## src/rtl/seg_scan.sv

```systemverilog
// Four-digit multiplexed seven-segment driver with per-frame digit snapshot and adjust-digit blink.
// Optional leading-zero blanking is enabled by defining SEG_LZ_BLANK_EN.
module seg_scan #(
  parameter int REFRESH_DIV = 100000,
  parameter int BLINK_DIV   = 25000000
) (
  input  logic        clk,
  input  logic        rst,
  input  logic [15:0] digits,
  input  logic [3:0]  dp,
  input  logic [2:0]  adj_sel,
  output logic [6:0]  seg,
  output logic        dp_n,
  output logic [3:0]  an
);

  localparam int RW = $clog2(REFRESH_DIV);
  localparam int BW = $clog2(BLINK_DIV);
  localparam logic [RW-1:0] R_TC = RW'(REFRESH_DIV - 1);
  localparam logic [BW-1:0] B_TC = BW'(BLINK_DIV - 1);

  logic [RW-1:0] rcnt_q, rcnt_d;
  logic [BW-1:0] bcnt_q, bcnt_d;
  logic [1:0]    idx_q, idx_d;
  logic          blink_off_q, blink_off_d;
  logic [15:0]   snap_q, snap_d;
  logic [3:0]    dp_snap_q, dp_snap_d;
  logic [6:0]    seg_q, seg_d;
  logic          dp_n_q, dp_n_d;
  logic [3:0]    an_q, an_d;

  logic          r_tc, b_tc, blank, lz_blank;
  logic [3:0]    nib;

  function automatic logic [6:0] decode(input logic [3:0] n);
    logic [6:0] s;
    case (n)
      4'h0: s = 7'b1000000;
      4'h1: s = 7'b1111001;
      4'h2: s = 7'b0100100;
      4'h3: s = 7'b0110000;
      4'h4: s = 7'b0011001;
      4'h5: s = 7'b0010010;
      4'h6: s = 7'b0000010;
      4'h7: s = 7'b1111000;
      4'h8: s = 7'b0000000;
      4'h9: s = 7'b0010000;
      4'hA: s = 7'b0001000;
      4'hB: s = 7'b0000011;
      4'hC: s = 7'b1000110;
      4'hD: s = 7'b0100001;
      4'hE: s = 7'b0000110;
      default: s = 7'b0001110;
    endcase
    return s;
  endfunction

  always_comb begin
    r_tc = (rcnt_q == R_TC);
    b_tc = (bcnt_q == B_TC);

    rcnt_d      = r_tc ? '0 : rcnt_q + RW'(1);
    idx_d       = r_tc ? idx_q + 2'd1 : idx_q;
    bcnt_d      = b_tc ? '0 : bcnt_q + BW'(1);
    blink_off_d = b_tc ? ~blink_off_q : blink_off_q;

    // Snapshot only as the index wraps so a frame never mixes old and new digits
    snap_d    = snap_q;
    dp_snap_d = dp_snap_q;
    if (r_tc && idx_q == 2'd3) begin
      snap_d    = digits;
      dp_snap_d = dp;
    end

    lz_blank = 1'b0;
`ifdef SEG_LZ_BLANK_EN
    case (idx_q)
      2'd3:    lz_blank = (snap_q[15:12] == 4'h0) && !dp_snap_q[3];
      2'd2:    lz_blank = (snap_q[15:8] == 8'h00) && (dp_snap_q[3:2] == 2'b00);
      2'd1:    lz_blank = (snap_q[15:4] == 12'h000) && (dp_snap_q[3:1] == 3'b000);
      default: lz_blank = 1'b0;
    endcase
`endif

    nib   = snap_q[4*idx_q +: 4];
    blank = (blink_off_q && (adj_sel == {1'b0, idx_q})) || lz_blank;

    an_d   = blank ? 4'b1111 : ~(4'b0001 << idx_q);
    seg_d  = blank ? 7'h7F : decode(nib);
    dp_n_d = blank ? 1'b1 : ~dp_snap_q[idx_q];
  end

  always_ff @(posedge clk) begin
    if (rst) begin
      rcnt_q      <= '0;
      bcnt_q      <= '0;
      idx_q       <= 2'd0;
      blink_off_q <= 1'b0;
      snap_q      <= 16'h0000;
      dp_snap_q   <= 4'h0;
      an_q        <= 4'b1111;
      seg_q       <= 7'h7F;
      dp_n_q      <= 1'b1;
    end else begin
      rcnt_q      <= rcnt_d;
      bcnt_q      <= bcnt_d;
      idx_q       <= idx_d;
      blink_off_q <= blink_off_d;
      snap_q      <= snap_d;
      dp_snap_q   <= dp_snap_d;
      an_q        <= an_d;
      seg_q       <= seg_d;
      dp_n_q      <= dp_n_d;
    end
  end

  assign an   = an_q;
  assign seg  = seg_q;
  assign dp_n = dp_n_q;

endmodule

```

## config.mk

```make
export PLATFORM = sky130hd
export DESIGN_NAME = seg_scan
export DESIGN_NICKNAME = d
export VERILOG_FILES = /design/src/rtl/seg_scan.sv
export SDC_FILE = /design/constraint.sdc
export NUM_CORES = 1
export LEC_CHECK = 0
export ABC_AREA = 1
export BUFFER_PORTS_ARGS = -buffer_cell sky130_fd_sc_hd__buf_2
export CORE_AREA = 5 5 114 116
export DETAILED_ROUTE_END_ITERATION = 6
export DIE_AREA = 0 0 119 121
export SYNTH_ARGS = -nofsm -noshare
export SYNTH_HDL_FRONTEND = slang
export SYNTH_SLANG_ARGS = --single-unit
```

## constraint.sdc

```tcl
create_clock -name clk -period 3.7 [get_ports clk]
set_input_delay 0.185 -clock clk [delete_from_list [all_inputs] [get_ports clk]]
set_output_delay 0.185 -clock clk [all_outputs]
set_load 0.03 [all_outputs]
```

======== Word level (Yosys, flattened, before mapping) ========
Memory sizes are Yosys's and may differ from the RTL's. A register that Yosys moved wholly into a read port is not among the register bits.
Cells that the tools add are included.
cells by class
  $mul .................................... 0
  $lt $le $gt $ge ......................... 1
  muxes and demuxes ....................... 2
  add/subtract/negate cells ............... 3
  bitwise operators ....................... 3
  shift-type cells ........................ 2
  reductions and logical operators ........ 5
  eq/ne operators ......................... 4
  divide/modulo/power cells ............... 0
operators by type and width
  cell                                                number
  adder 25 x 1 -> 25 bit, second input constant       1
  == test 25 bit, second input constant               1
  adder 17 x 1 -> 17 bit, second input constant       1
  == test 17 bit, second input constant               1
  variable part select 16 x 5 -> 4 bit                1
  OR reduction 2 bit                                  3
  inverter 4 bit                                      1
  << shifter 1 x 2 -> 4 bit, first input constant     1
  == test 3 x 2 -> 1 bit                              1
  < comparator 2 x 3 -> 1 bit, second input constant  1
  adder 2 x 1 -> 2 bit, second input constant         1
  binary-select mux 1 bit (select 2 bit)              1
  == test 2 bit, second input constant                1
  logical AND 1 bit                                   2
  inverter 1 bit                                      2
  two-way mux 1 bit                                   1
storage, ports and cells
  logic and storage cells ................. 29
  memories kept ........................... 1
  memory bits (read-only) ................. 112
  memory bits (writable) .................. 0
  flip-flop bits (word level) ............. 70
  output and inout port bits .............. 12
  latch bits .............................. 0
  input port bits ......................... 25
memory list
  memory           depth  bits a word  rd ports  clocked after memory_dff  write ports  RTL line  RTL
  (no name shown)  16     7            1         1                         0            37        case (n)

======== Longest topological paths before layout ========
  word-level depth ........................ 3
  depth in mapped cells ................... 11
  mapped depth without buffers ............ 10

======== Least setup slack after synthesis ========
OpenSTA, ideal clock, no wires.
  path type ............................... register -> register
  start point ............................. register idx_q[0]
  end point ............................... register seg_q[0], in the netlist seg[0]
  arrival ................................. 1445 ps
  stages on the path, launching flop included .. 12
  period minus slack after synthesis ...... 1566 ps
  slack ................................... 2134 ps
  data required time ...................... 3579 ps
  setup time .............................. 121 ps
  path buffers ............................ 1
  path through ............................ dfxtp_1 inv_1 buf_4 nand2_1 nand3_1 nand2_1 inv_1 ha_1 inv_1 nand3_1 nand3_1 nand3_1
between the ends
  cells in the longest elaborated chain, start to end .. 3
  elaborated cells on any way between the ends .. 4
  classes of those cells .................. 1 x eq/ne; 1 x shift; 2 x reduce/logical
RTL lines
  element                                                                                       RTL line  RTL
  start, declared                                                                               24        logic [1:0] idx_q, idx_d;
  start signal, assigned                                                                        107       idx_q <= idx_d;
  parallel branches: the longest is 3 deep, another holds variable part select 16 x 5 -> 4 bit  -
  end, declared                                                                                 28        logic [6:0] seg_q, seg_d;
Several ways; the timed one is not identified.
A chain may end at the register's enable or synchronous reset.

======== Worst setup path after layout ========
  start point ............................. register rcnt_q[0]
  end point ............................... register snap_q[6]
between the ends
  cells in the longest elaborated chain, start to end .. 2
RTL lines
  element                 RTL line  RTL
  start, declared         22        logic [RW-1:0] rcnt_q, rcnt_d;
  start signal, assigned  105       rcnt_q <= rcnt_d;
  == test 17 bit          59        r_tc = (rcnt_q == R_TC);
  logical AND 1 bit       70        if (r_tc && idx_q == 2'd3) begin
  end signal, assigned    109       snap_q <= snap_d;
  end, declared           26        logic [15:0] snap_q, snap_d;
Every way passes these cells.

==> metrics.yaml <==
area_growth_syn_to_layout_pct: 14.04
worstPathRequired_ns: 3.96
io_buffers: 36
period_minus_slack_ns: 2.299
io_pins: 37
dpl_cell_area_um2: 4342
synth_edf_count: 0
fillers: 1277
yosys_register_bits: 77
place_ws_ns: 1.416
drc_errors: 0
via_per_inst: 4.524
slowest_stage: "nand3_1"
stdcell_area_um2: 4624
ctsResizeCount: 0
synth_area_leaders: "dfxtp_1 (38%), nand2_1 (16%), nor2_1 (9.3%)"
synth_top_flop_cell: "dfxtp_1"
clk_pin_slew_worst_paths_ns: 0.06
powerDensity_nw_per_um2: 377.5
synth_area_per_cell_um2: 6.530
dp_hpwl_um: 6416
cp_max_fo: 22
synthCells: 621
coreArea_um2: 11810
clkSinkCount: 77
grt_pass1_wl_um: 15220
cap_viol_max_count: 0
ir_drop_mv: 0.2440
tightest_slew_ns: 0.7927
worst_slack_ns: 1.401
die_h_um: 121
die_w_um: 119
drive_gt1_share_pct: 10.65
ff_latch_area_um2: 1541
nets: 690
rsz0062_at_grt: "no"
rows: 40
ys_warn_count: 0
finClkSkew_ns: 0.006757
initial_core_util_pct: 34.33
holdWs_ns: 0.1627
critical-path-max-stage-delay_ns: 0.67
netlist_area_um2: 4055
layout_common_cells: "nand2_1 (173), nor2_1 (101), inv_1 (98), dfxtp_1 (77), nand3_1 (40)"
gr-total-overflow: 0
antenna_found_initial: 0
critPathMostFrequentCell: "nand2_1"
yosysTopAreaCell: "dfxtp_1"
endpoint_kind: "register"
post_cts_buffers: 0
synth_nets: 658
insertion_delay_ns: 0.33
setup_viol: 0
wl_per_cell_um: 11.05
dieArea_um2: 14400
slew_viol_final: 0
root_buffer: "clkbuf_16"
max_slew_margin_pct: 47.09
timing.critical_path.cells: "ha_1, nand2_1, nor2_1, nand2_1, nor2_4, nand3_1, nand2_1, inv_1, nor2_1"
setup-tns-final_ns: 0
yosysSeqAreaShare_pct: 38.01
ant_nets: 0
layout_commonest_cell: "nand2_1"
worstHoldPathType: "input pin to register"
numCtsBuffers: 9
multiInputGateArea_um2: 2038
gp_congestion: 0.7928
crit_type: "register to register"
dr.pass1.iters: 7
outcome: "finished clean"
yosysUniqueCellTypes: 29
grt_max_degree: 26
clock.fmax_mhz: 434.9
worstSetupStartpointType: "register"
finalHoldViolCount: 0
htreeDepth: 3
async_reset_ff_share_pct: 0
first_global_vias: 3407
vias: 3637
tritoncts: "done"
drtIter0Drc: 249
p_leak_nw: 1.936
ff2ff_setup_slack_ns: 1.40
gr-usage-all-layers_pct: 12.57
cts_max_path_buffers: 2
postCtsHoldBufs: 0
drt_wl_total_um: 8887
yosysTopAreaCellShare_pct: 38.01
critPathArrivalTime_ns: 2.56
period_share_pct: 62.14
antennaDiodeCount: 0
## metal layers
metal | wire, µm | GRT usage (%) | part of all wire (%)
met1 | 4308 | 16.32 | 48
met2 | 4253 | 21.05 | 48
met3 | 279 | 2.611 | 3.1
met4 | 46 | 3.693 | 0.52
met5 | 0 | 0 | 0
## final timing paths
check                                     startpoint                      to  depth (start not counted)
worst max-delay path            rcnt_q[0]$_SDFF_PP0_  snap_q[6]$_SDFFE_PP0P_                          9
worst min-delay path                             rst        an[0]$_SDFF_PP1_                          3
worst max register to register  rcnt_q[0]$_SDFF_PP0_  snap_q[6]$_SDFFE_PP0P_                          9
worst min register to register  rcnt_q[0]$_SDFF_PP0_    rcnt_q[0]$_SDFF_PP0_                          1
## flip-flops by register name, indices dropped and copies added (netlist names)
| signal | flops |
|---|---|
| dp_snap_q | 4 |
| idx_q | 2 |
| dp_n | 1 |
| rcnt_q | 17 |
| an | 4 |
| bcnt_q | 25 |
| blink_off_q | 1 |
| snap_q | 16 |
| seg | 7 |
## logic make-up after synthesis
| group | count (synthesis) | synth area share (%) |
|---|---|---|
| buffers and inverters | 119 | 11.72 |
| and+or+nand+nor | 366 | 38.91 |
| AOI/OAI and AO/OA | 29 | 3.764 |
| adders and majority gates | 12 | 3.702 |
| xor gates and xnor gates | 18 | 3.888 |
| DFF | 77 | 38.01 |
## synthesized netlist by cell type, types with 3 or more instances
cell type and number:
a21oi_1 14, buf_1 4, buf_2 5, buf_4 6
dfxtp_1 77, ha_1 12, inv_1 98, inv_2 4
nand2_1 173, nand2_2 3, nand3_1 40, nand3b_1 4
nand4_1 25, nor2_1 101, nor2_2 3, nor3_1 5
o21ai_0 11, or2_2 3, xnor2_1 11, xor2_1 7
## worst max-delay path: cells and delay by family, from the launching register on
family | cells | cell delay [ns]
simple gates | 7 | 1.65
flops | 1 | 0.35
fa+ha+maj | 1 | 0.17
buf+inv | 1 | 0.07
## report_power, final
part	internal [mW]	total [mW]	switching [mW]
logic	0.0235	0.0633	0.0397
registers	0.839	0.844	0.00543
clock network	0.517	0.838	0.321
total	1.38	1.75	0.366
## stage by stage
step / cells / power, mW / util [%]
after global placement: 789 / 0.9255 / 36.76
after global routing: 804 / 1.823 / 39.15
final: 804 / 1.746 / 39.15
after CTS: 804 / 1.772 / 39.15
after floorplan: 621 / 0.9041 / -
after detailed placement: 789 / 0.9269 / 36.76
## layout make-up
cell class | count | area share [%]
clock buffer | 11 | 5.032
clock inverter | 4 | 1.082
inverter | 102 | 8.279
multi-input combinational | 425 | 44.07
sequential | 77 | 33.33
tap | 147 | 3.977
timing repair buffer | 38 | 4.221
Power figures use the tool's default switching activity.
